$ cat src/rtl/flex_timer_pkg.sv
// Shared types and constants for flex_timer_counter and its prescaler.
package flex_timer_pkg;

  localparam int FT_DEF_CNT_BITS      = 4;
  localparam int FT_DEF_PRESCALE_BITS = 4;

  typedef enum logic {
    FT_WRAP    = 1'b0,
    FT_ONESHOT = 1'b1
  } ft_mode_e;

  localparam logic FT_UP   = 1'b0;
  localparam logic FT_DOWN = 1'b1;

endpackage

$ cat src/rtl/flex_timer_counter_prescaler.sv
// Enable-qualified divider: strobes once per prescale_val+1 enabled cycles.
module flex_prescaler
  import flex_timer_pkg::*;
#(
  parameter int PRESCALE_BITS = FT_DEF_PRESCALE_BITS
) (
  input  logic                     clk,
  input  logic                     rst,
  input  logic                     clear,
  input  logic                     enable,
  input  logic [PRESCALE_BITS-1:0] prescale_val,
  output logic                     strobe
);

  logic [PRESCALE_BITS-1:0] pcount;

  // >= rather than == so a shrinking prescale_val cannot strand the phase above it.
  assign strobe = enable && (pcount >= prescale_val);

  always_ff @(posedge clk) begin
    if (rst || clear) begin
      pcount <= '0;
    end else if (enable) begin
      if (strobe) begin
        pcount <= '0;
      end else begin
        pcount <= pcount + 1'b1;
      end
    end
  end

endmodule

$ cat src/rtl/flex_timer_counter.sv
// Up/down loadable counter with WRAP/ONESHOT modes and rollover pulse.
// Optional prescaler built when FLEX_TIMER_PRESCALER_EN is defined.
module flex_timer_counter
  import flex_timer_pkg::*;
#(
  parameter int NUM_CNT_BITS  = FT_DEF_CNT_BITS,
  parameter int PRESCALE_BITS = FT_DEF_PRESCALE_BITS
) (
  input  logic                     clk,
  input  logic                     rst,
  input  logic                     clear,
  input  logic                     count_enable,
  input  logic                     count_down,
  input  logic                     mode,
  input  logic                     load,
  input  logic [NUM_CNT_BITS-1:0]  load_val,
  input  logic [NUM_CNT_BITS-1:0]  rollover_val,
  input  logic [PRESCALE_BITS-1:0] prescale_val,
  output logic [NUM_CNT_BITS-1:0]  count_out,
  output logic                     rollover_flag,
  output logic                     rollover_pulse,
  output logic                     done
);

  localparam logic [NUM_CNT_BITS-1:0] CNT_ONE = NUM_CNT_BITS'(1);

  logic [NUM_CNT_BITS-1:0] count_q;
  logic                    flag_q;
  logic                    pulse_q;
  logic                    done_q;

  logic [NUM_CNT_BITS-1:0] next_count;
  logic [NUM_CNT_BITS-1:0] terminal;
  logic                    next_flag;
  logic                    tick_qual;
  logic                    tick;

  // A zero rollover value or a finished one-shot freezes the count.
  assign tick_qual = count_enable && !done_q && (rollover_val != '0);

`ifdef FLEX_TIMER_PRESCALER_EN
  logic pre_strobe;

  flex_prescaler #(
    .PRESCALE_BITS(PRESCALE_BITS)
  ) u_prescaler (
    .clk          (clk),
    .rst          (rst),
    .clear        (clear || load),
    .enable       (count_enable && !done_q),
    .prescale_val (prescale_val),
    .strobe       (pre_strobe)
  );

  assign tick = tick_qual && pre_strobe;
`else
  logic unused_prescale;
  assign unused_prescale = ^prescale_val;
  assign tick = tick_qual;
`endif

  always_comb begin
    next_count = count_q;
    terminal   = rollover_val;
    if (count_down == FT_DOWN) begin
      terminal = CNT_ONE;
      if (count_q <= CNT_ONE) begin
        next_count = rollover_val;
      end else begin
        next_count = count_q - CNT_ONE;
      end
    end else begin
      if (count_q >= rollover_val) begin
        next_count = CNT_ONE;
      end else begin
        next_count = count_q + CNT_ONE;
      end
    end
    next_flag = (next_count == terminal);
  end

  always_ff @(posedge clk) begin
    if (rst || clear) begin
      count_q <= '0;
      flag_q  <= 1'b0;
      pulse_q <= 1'b0;
      done_q  <= 1'b0;
    end else if (load) begin
      count_q <= load_val;
      flag_q  <= 1'b0;
      pulse_q <= 1'b0;
      done_q  <= 1'b0;
    end else if (tick) begin
      count_q <= next_count;
      flag_q  <= next_flag;
      pulse_q <= next_flag && !flag_q;
      if ((ft_mode_e'(mode) == FT_ONESHOT) && next_flag) begin
        done_q <= 1'b1;
      end
    end else begin
      pulse_q <= 1'b0;
    end
  end

  assign count_out      = count_q;
  assign rollover_flag  = flag_q;
  assign rollover_pulse = pulse_q;
  assign done           = done_q;

endmodule
$ cat config.mk
export PLATFORM = sky130hd
export DESIGN_NAME = flex_timer_counter
export DESIGN_NICKNAME = d
export VERILOG_FILES = /design/src/rtl/flex_timer_pkg.sv /design/src/rtl/flex_timer_counter_prescaler.sv /design/src/rtl/flex_timer_counter.sv
export SDC_FILE = /design/constraint.sdc
export NUM_CORES = 1
export LEC_CHECK = 0
export CAP_MARGIN = 15
export CORE_AREA = 2 2 48 50
export CTS_CLUSTER_SIZE = 28
export DETAILED_ROUTE_END_ITERATION = 6
export DIE_AREA = 0 0 50 52
export PLACE_DENSITY = 0.77
export SLEW_MARGIN = 5
export SYNTH_ARGS = -nofsm -noshare
export SYNTH_HDL_FRONTEND = slang
export SYNTH_SLANG_ARGS = --single-unit
$ cat constraint.sdc
create_clock -name clk -period 2.6 [get_ports clk]
set_input_delay 0.52 -clock clk [delete_from_list [all_inputs] [get_ports clk]]
set_output_delay 0.52 -clock clk [all_outputs]
set_load 0.02 [all_outputs]
### Yosys cells after proc, flatten, opt, wreduce, memory -nomap -nowiden

Cells that the tools add are included.

| word-level totals | value |
|---|---|
| register bits after elaboration | 7 |
| input bits | 19 |
| output and inout bits | 7 |
| word-level logic and storage cells | 28 |

| cells by class | value |
|---|---|
| add/subtract/negate cells | 2 |
| $lt $le $gt $ge | 2 |
| equality and inequality tests | 1 |
| muxes and demuxes | 6 |
| bitwise operators | 1 |
| reductions and logical operators | 12 |

Operators with widths:

| operator | number |
|---|---|
| 2-to-1 mux 4 bit | 6 |
| adder 4 x 1 -> 4 bit, second input constant | 1 |
| equality test 4 bit | 1 |
| >= comparator 4 bit | 1 |
| <= comparator 4 x 1 -> 1 bit, second input constant | 1 |
| logical AND 1 bit | 4 |
| nonzero test 4 bit | 1 |
| subtractor 4 x 1 -> 4 bit, second input constant | 1 |
| OR reduction 3 bit | 1 |
| logical NOT 1 bit | 2 |
| AND reduction 2 bit | 1 |
| nonzero test 2 bit | 1 |
| OR reduction 2 bit | 1 |
| logical OR 1 bit | 1 |
| inverter 1 bit | 1 |

### Depth between registers and ports, before layout

| logic depth | value |
|---|---|
| word-level depth | 6 |
| gate-level depth with buffers | 8 |
| gate-level depth less buffers | 8 |

### Worst setup path before layout

Ideal clock, no wire load.

| timing | value |
|---|---|
| kind | register to register |
| start point | reg count_q[0], in the netlist count_out[0] |
| end point | reg done_q, in the netlist done |
| setup time | 59 ps |
| arrival | 2567 ps |
| data required time | 2541 ps |
| slack | -27 ps |
| cell stages (with the launch flop) | 9 |
| path buffers | 0 |
| clock period less this slack | 2627 ps |
| cells stage by stage | dfxtp_1 -> inv_1 -> ha_1 -> or3b_4 -> a211oi_2 -> nor3_1 -> or4b_1 -> nor4_2 -> a22o_1 |

| between the ends | value |
|---|---|
| cells in the longest elaborated chain, start to end | 6 |
| elaborated cells on any way between the ends | 10 |

Ends and longest elaborated chain:

| element | RTL line | text |
|---|---|---|
| from (decl) | flex_timer_counter.sv:27 | `logic [NUM_CNT_BITS-1:0] count_q;` |
| from (signal assigned) | flex_timer_counter.sv:89 | `count_q <= load_val;` |
| from (signal assigned) | flex_timer_counter.sv:94 | `count_q <= next_count;` |
| adder 4 x 1 -> 4 bit (tied with other cells) | flex_timer_counter.sv:76 | `next_count = count_q + CNT_ONE;` |
| 2-to-1 mux 4 bit, on equally long branches | flex_timer_counter.sv:73, flex_timer_counter.sv:67 |  |
| 2-to-1 mux 4 bit (*) | flex_timer_counter.sv:65 | `if (count_down == FT_DOWN) begin` |
| equality test 4 bit (*) | flex_timer_counter.sv:79 | `next_flag = (next_count == terminal);` |
| logical AND 1 bit (*) | flex_timer_counter.sv:97 | `if ((ft_mode_e'(mode) == FT_ONESHOT) && next_flag) begin` |
| AND reduction 2 bit (no line) (*) | n/a |  |
| to (signal assigned) | flex_timer_counter.sv:87 | `done_q <= 1'b0;` |
| to (signal assigned) | flex_timer_counter.sv:92 | `done_q <= 1'b0;` |
| to (signal assigned) | flex_timer_counter.sv:98 | `done_q <= 1'b1;` |
| to (decl) | flex_timer_counter.sv:30 | `logic done_q;` |

Mark *: on every way between the ends. The rest lies on a longest branch, timed or not.
A chain may end at the register's enable or synchronous reset.

### Worst setup path in the final report

| timing | value |
|---|---|
| start point | in rollover_val[0] |
| end point | reg pulse_q, in the netlist rollover_pulse |

| between the ends | value |
|---|---|
| cells in the longest elaborated chain, start to end | 5 |
| elaborated cells on any way between the ends | 11 |

Ends and longest elaborated chain:

| element | RTL line | text |
|---|---|---|
| from (decl) | flex_timer_counter.sv:17 | `input logic [NUM_CNT_BITS-1:0] rollover_val,` |
| >= comparator 4 bit | flex_timer_counter.sv:73 | `if (count_q >= rollover_val) begin` |
| 2-to-1 mux 4 bit | flex_timer_counter.sv:73 |  |
| 2-to-1 mux 4 bit | flex_timer_counter.sv:65 |  |
| equality test 4 bit | flex_timer_counter.sv:79 |  |
| logical AND 1 bit | flex_timer_counter.sv:96 | `pulse_q <= next_flag && !flag_q;` |
| to (signal assigned) | flex_timer_counter.sv:96 |  |
| to (decl) | flex_timer_counter.sv:29 | `logic pulse_q;` |

Several ways; a longest one is shown, not always the timed one.

==> flow_summary_export.csv <==
group,metric,value,unit
floorplanning,fp.dieW,50,um
finish,n_fill_cell,176,
logic_synthesis,yosys.area.top_type_share,17.9,%
place,dpl.hpwl,2030,um
timing,maxSlewViolCount,0,
timing,hold-worst-slack,0.474,ns
logic_synthesis,syn_inst,103,
floorplanning,initial_core_util,37.2,%
floorplanning,design.die.area,0.00260,mm^2
cts,cts_made_buffers,3,
place,pre_cts_slack,-0.501,ns
global_route,grt_pass1_wl,4250,um
floorplanning,coreArea,0.00211,mm^2
timing,hold_viol,0,
cts,cts_max_level,1,
power_and_ir_drop,total_power,0.406,mW
finish,multi_input_area,652,um^2
logic_synthesis,yosys.area.top_type,"dfxtp_1",
floorplanning,die_h,52,um
global_route,grt_max_degree,13,
logic_synthesis,async_flop_share,0,%
route,avgRoutedWirePerCell,14.9,um
logic_synthesis,synth_area,783,um^2
logic_synthesis,synth_warnings,0,
logic_synthesis,syn_area_per_cell,7.60,um^2
logic_synthesis,ys_seq_elements,7,
setup_path,end_kind,"register",
place,place_congestion,1.05,
cts,cts_buffer_depth,2,
power_and_ir_drop,leakage,0.588,nW
finish,syn_to_final_growth,69.3,%
route,antenna_left,0,
setup_path,cp-start-kind,"input pin",
timing,max_freq,397,MHz
route,drt_iter0_drc,28,
place,port_buffers,21,
timing,tightest_slew,0.359,ns
logic_synthesis,synth_edf_count,0,
cts,cts.sinks,7,
route,wl_met2,1360,um
floorplanning,io_pins,26,
logic_synthesis,ys_types,39,
setup_path,rrSetupSlack,0.10,ns
job,cap_violations,0,
route,num_vias,1038,
global_route,antenna_found_initial,0,
cts,cts-root-buf,"clkbuf_4",
setup_path,path_class,"in -> reg",
cts,clkSlewWorstSetupHoldPaths,0.05,ns
setup_path,cp.arrival,2.71,ns
logic_synthesis,yosysMostFrequentCell,"inv_1",
timing,skew,0.000354,ns
global_route,grt_use_total,21.4,%
global_route,grt_pass1_vias,1017,
logic_synthesis,ys_seq_area_share,17.9,%
route,via_per_inst,5.73,
power_and_ir_drop,peakVddDrop,0.275,mV
timing,slew_headroom,75.8,%
finish,nNetsFinal,180,
cts,hold_buffers,0,
logic_synthesis,ys_top_cells_by_area,"dfxtp_1, ha_1, inv_1",
timing,fin_crit_sh,96.9,%
finish,fin_area,0.00133,mm^2
finish,final_cells,181,
cts,tritoncts,"yes",
finish,post_route_cells_drive_above_1_share,35.3,%
finish,seq_area,141,um^2
timing,finalCriticalPeriod,2.52,ns
place,dpl.cell_count,174,
route,met1Wirelength,1070,um
power_and_ir_drop,p_per_area,306,mW/mm^2
global_route,gr-total-overflow,0,
logic_synthesis,synth_flop_cell,"dfxtp_1",
logic_synthesis,synth.net_count,129,
route,top_layer_used,"met4",
route,drt-total-wl,2690,um
cts,clk_latency,0.25,ns
floorplanning,num_rows,17,
setup_path,crit_required,2.79,ns
logic_synthesis,synthTopCellsByCount,"inv_1, a21oi_1, dfxtp_1, ha_1, nor2_1",
route,drc_errors,0,
min_path,hold_path.class,"reg -> reg",
setup_path,path_max_fanout,3,
status,run_status,"completed",
finish,diodes,0,
timing,finalSetupViolations,0,
place,place_area,0.00121,mm^2
timing,setup_ws,0.0809,ns
route,dr.pass1.iters,4,
route,met3_length,168,um
[worst max-delay path, stage by stage]
cell,delay [ns]
clkbuf_2,0.11
ha_4,0.24
or3b_4,0.40
a211oi_2,0.27
nor3_1,0.09
or4b_1,0.52
nor4_2,0.26
buf_4,0.18
nor2b_4,0.12
[cells by family (layout without fill, tap and decap cells)]
family / after synthesis / in the layout / share of synthesized area (%)
mux: 2 / 2 / 2.72
buf+inv: 15 / 65 / 7.67
fa+ha+maj: 7 / 7 / 11.2
xor+xnor: 3 / 3 / 3.36
simple gates: 35 / 35 / 25.7
compound gates: 34 / 34 / 31.5
flops: 7 / 7 / 17.9
[per-stage QoR]
| step | util [%] | TNS [ns] |
|---|---|---|
| detailed placement | 57.5 | -2.52 |
| CTS | 61.3 | 0 |
| global route | 63.0 | -0.0106 |
| global placement | 57.5 | -2.49 |
| floorplan | - | 0 |
| finish | 63.0 | 0 |
[power breakdown]
part,switching [mW],internal (mW)
Combinational,0.0911,0.103
Sequential,0.00330,0.111
Clock,0.0390,0.0585
Total,0.133,0.272
[state kept, by name, indices dropped and copies added, names as in the netlist]
| register | flops |
|---|---|
| count_out | 4 |
| done | 1 |
| rollover_flag | 1 |
| rollover_pulse | 1 |
[path summary, 6_finish.rpt]
path	start	to	depth (start not counted)
worst min register to register	rollover_flag	rollover_pulse	1
worst max-delay path	rollover_val[0]	rollover_pulse	9
worst min-delay path	rollover_flag	rollover_pulse	1
worst max register to register	count_out[0]	rollover_pulse	9
[cell usage in the layout (no fill, tap or decap), drive strengths merged, types with 3 or more instances in the layout]
cell type      instances
buf                   30
clkdlybuf4s50         17
inv                   10
nor2                   7
a21oi                  7
dfxtp                  7
ha                     7
nand2                  6
clkbuf                 6
o21ai                  5
nor3                   5
nor2b                  4
a211oi                 4
xnor2                  3
a221oi                 3
[per-layer routing]
layer  global-route usage (%)  vias to the layer above
met2                     40.8                       57
met4                     7.41                        0
li1                         -                      488
met5                        0                        -
met3                     1.72                       15
met1                     24.7                      478
[area by class of cell]
| type | count | share of cell area, % |
|---|---|---|
| well taps | 28 | 2.64 |
| repair buffers | 51 | 32.7 |
| multi-input cells | 81 | 49.2 |
| inverters | 10 | 2.83 |
| flip-flops and latches | 7 | 10.7 |
| clock buffers | 4 | 1.98 |
[timing repair]
action,CTS,global route
pin swaps,7,8
gates resized for setup,12,12
endpoints found under the setup margin,5,5
setup buffers,1,2
Power figures use the tool's default switching activity.
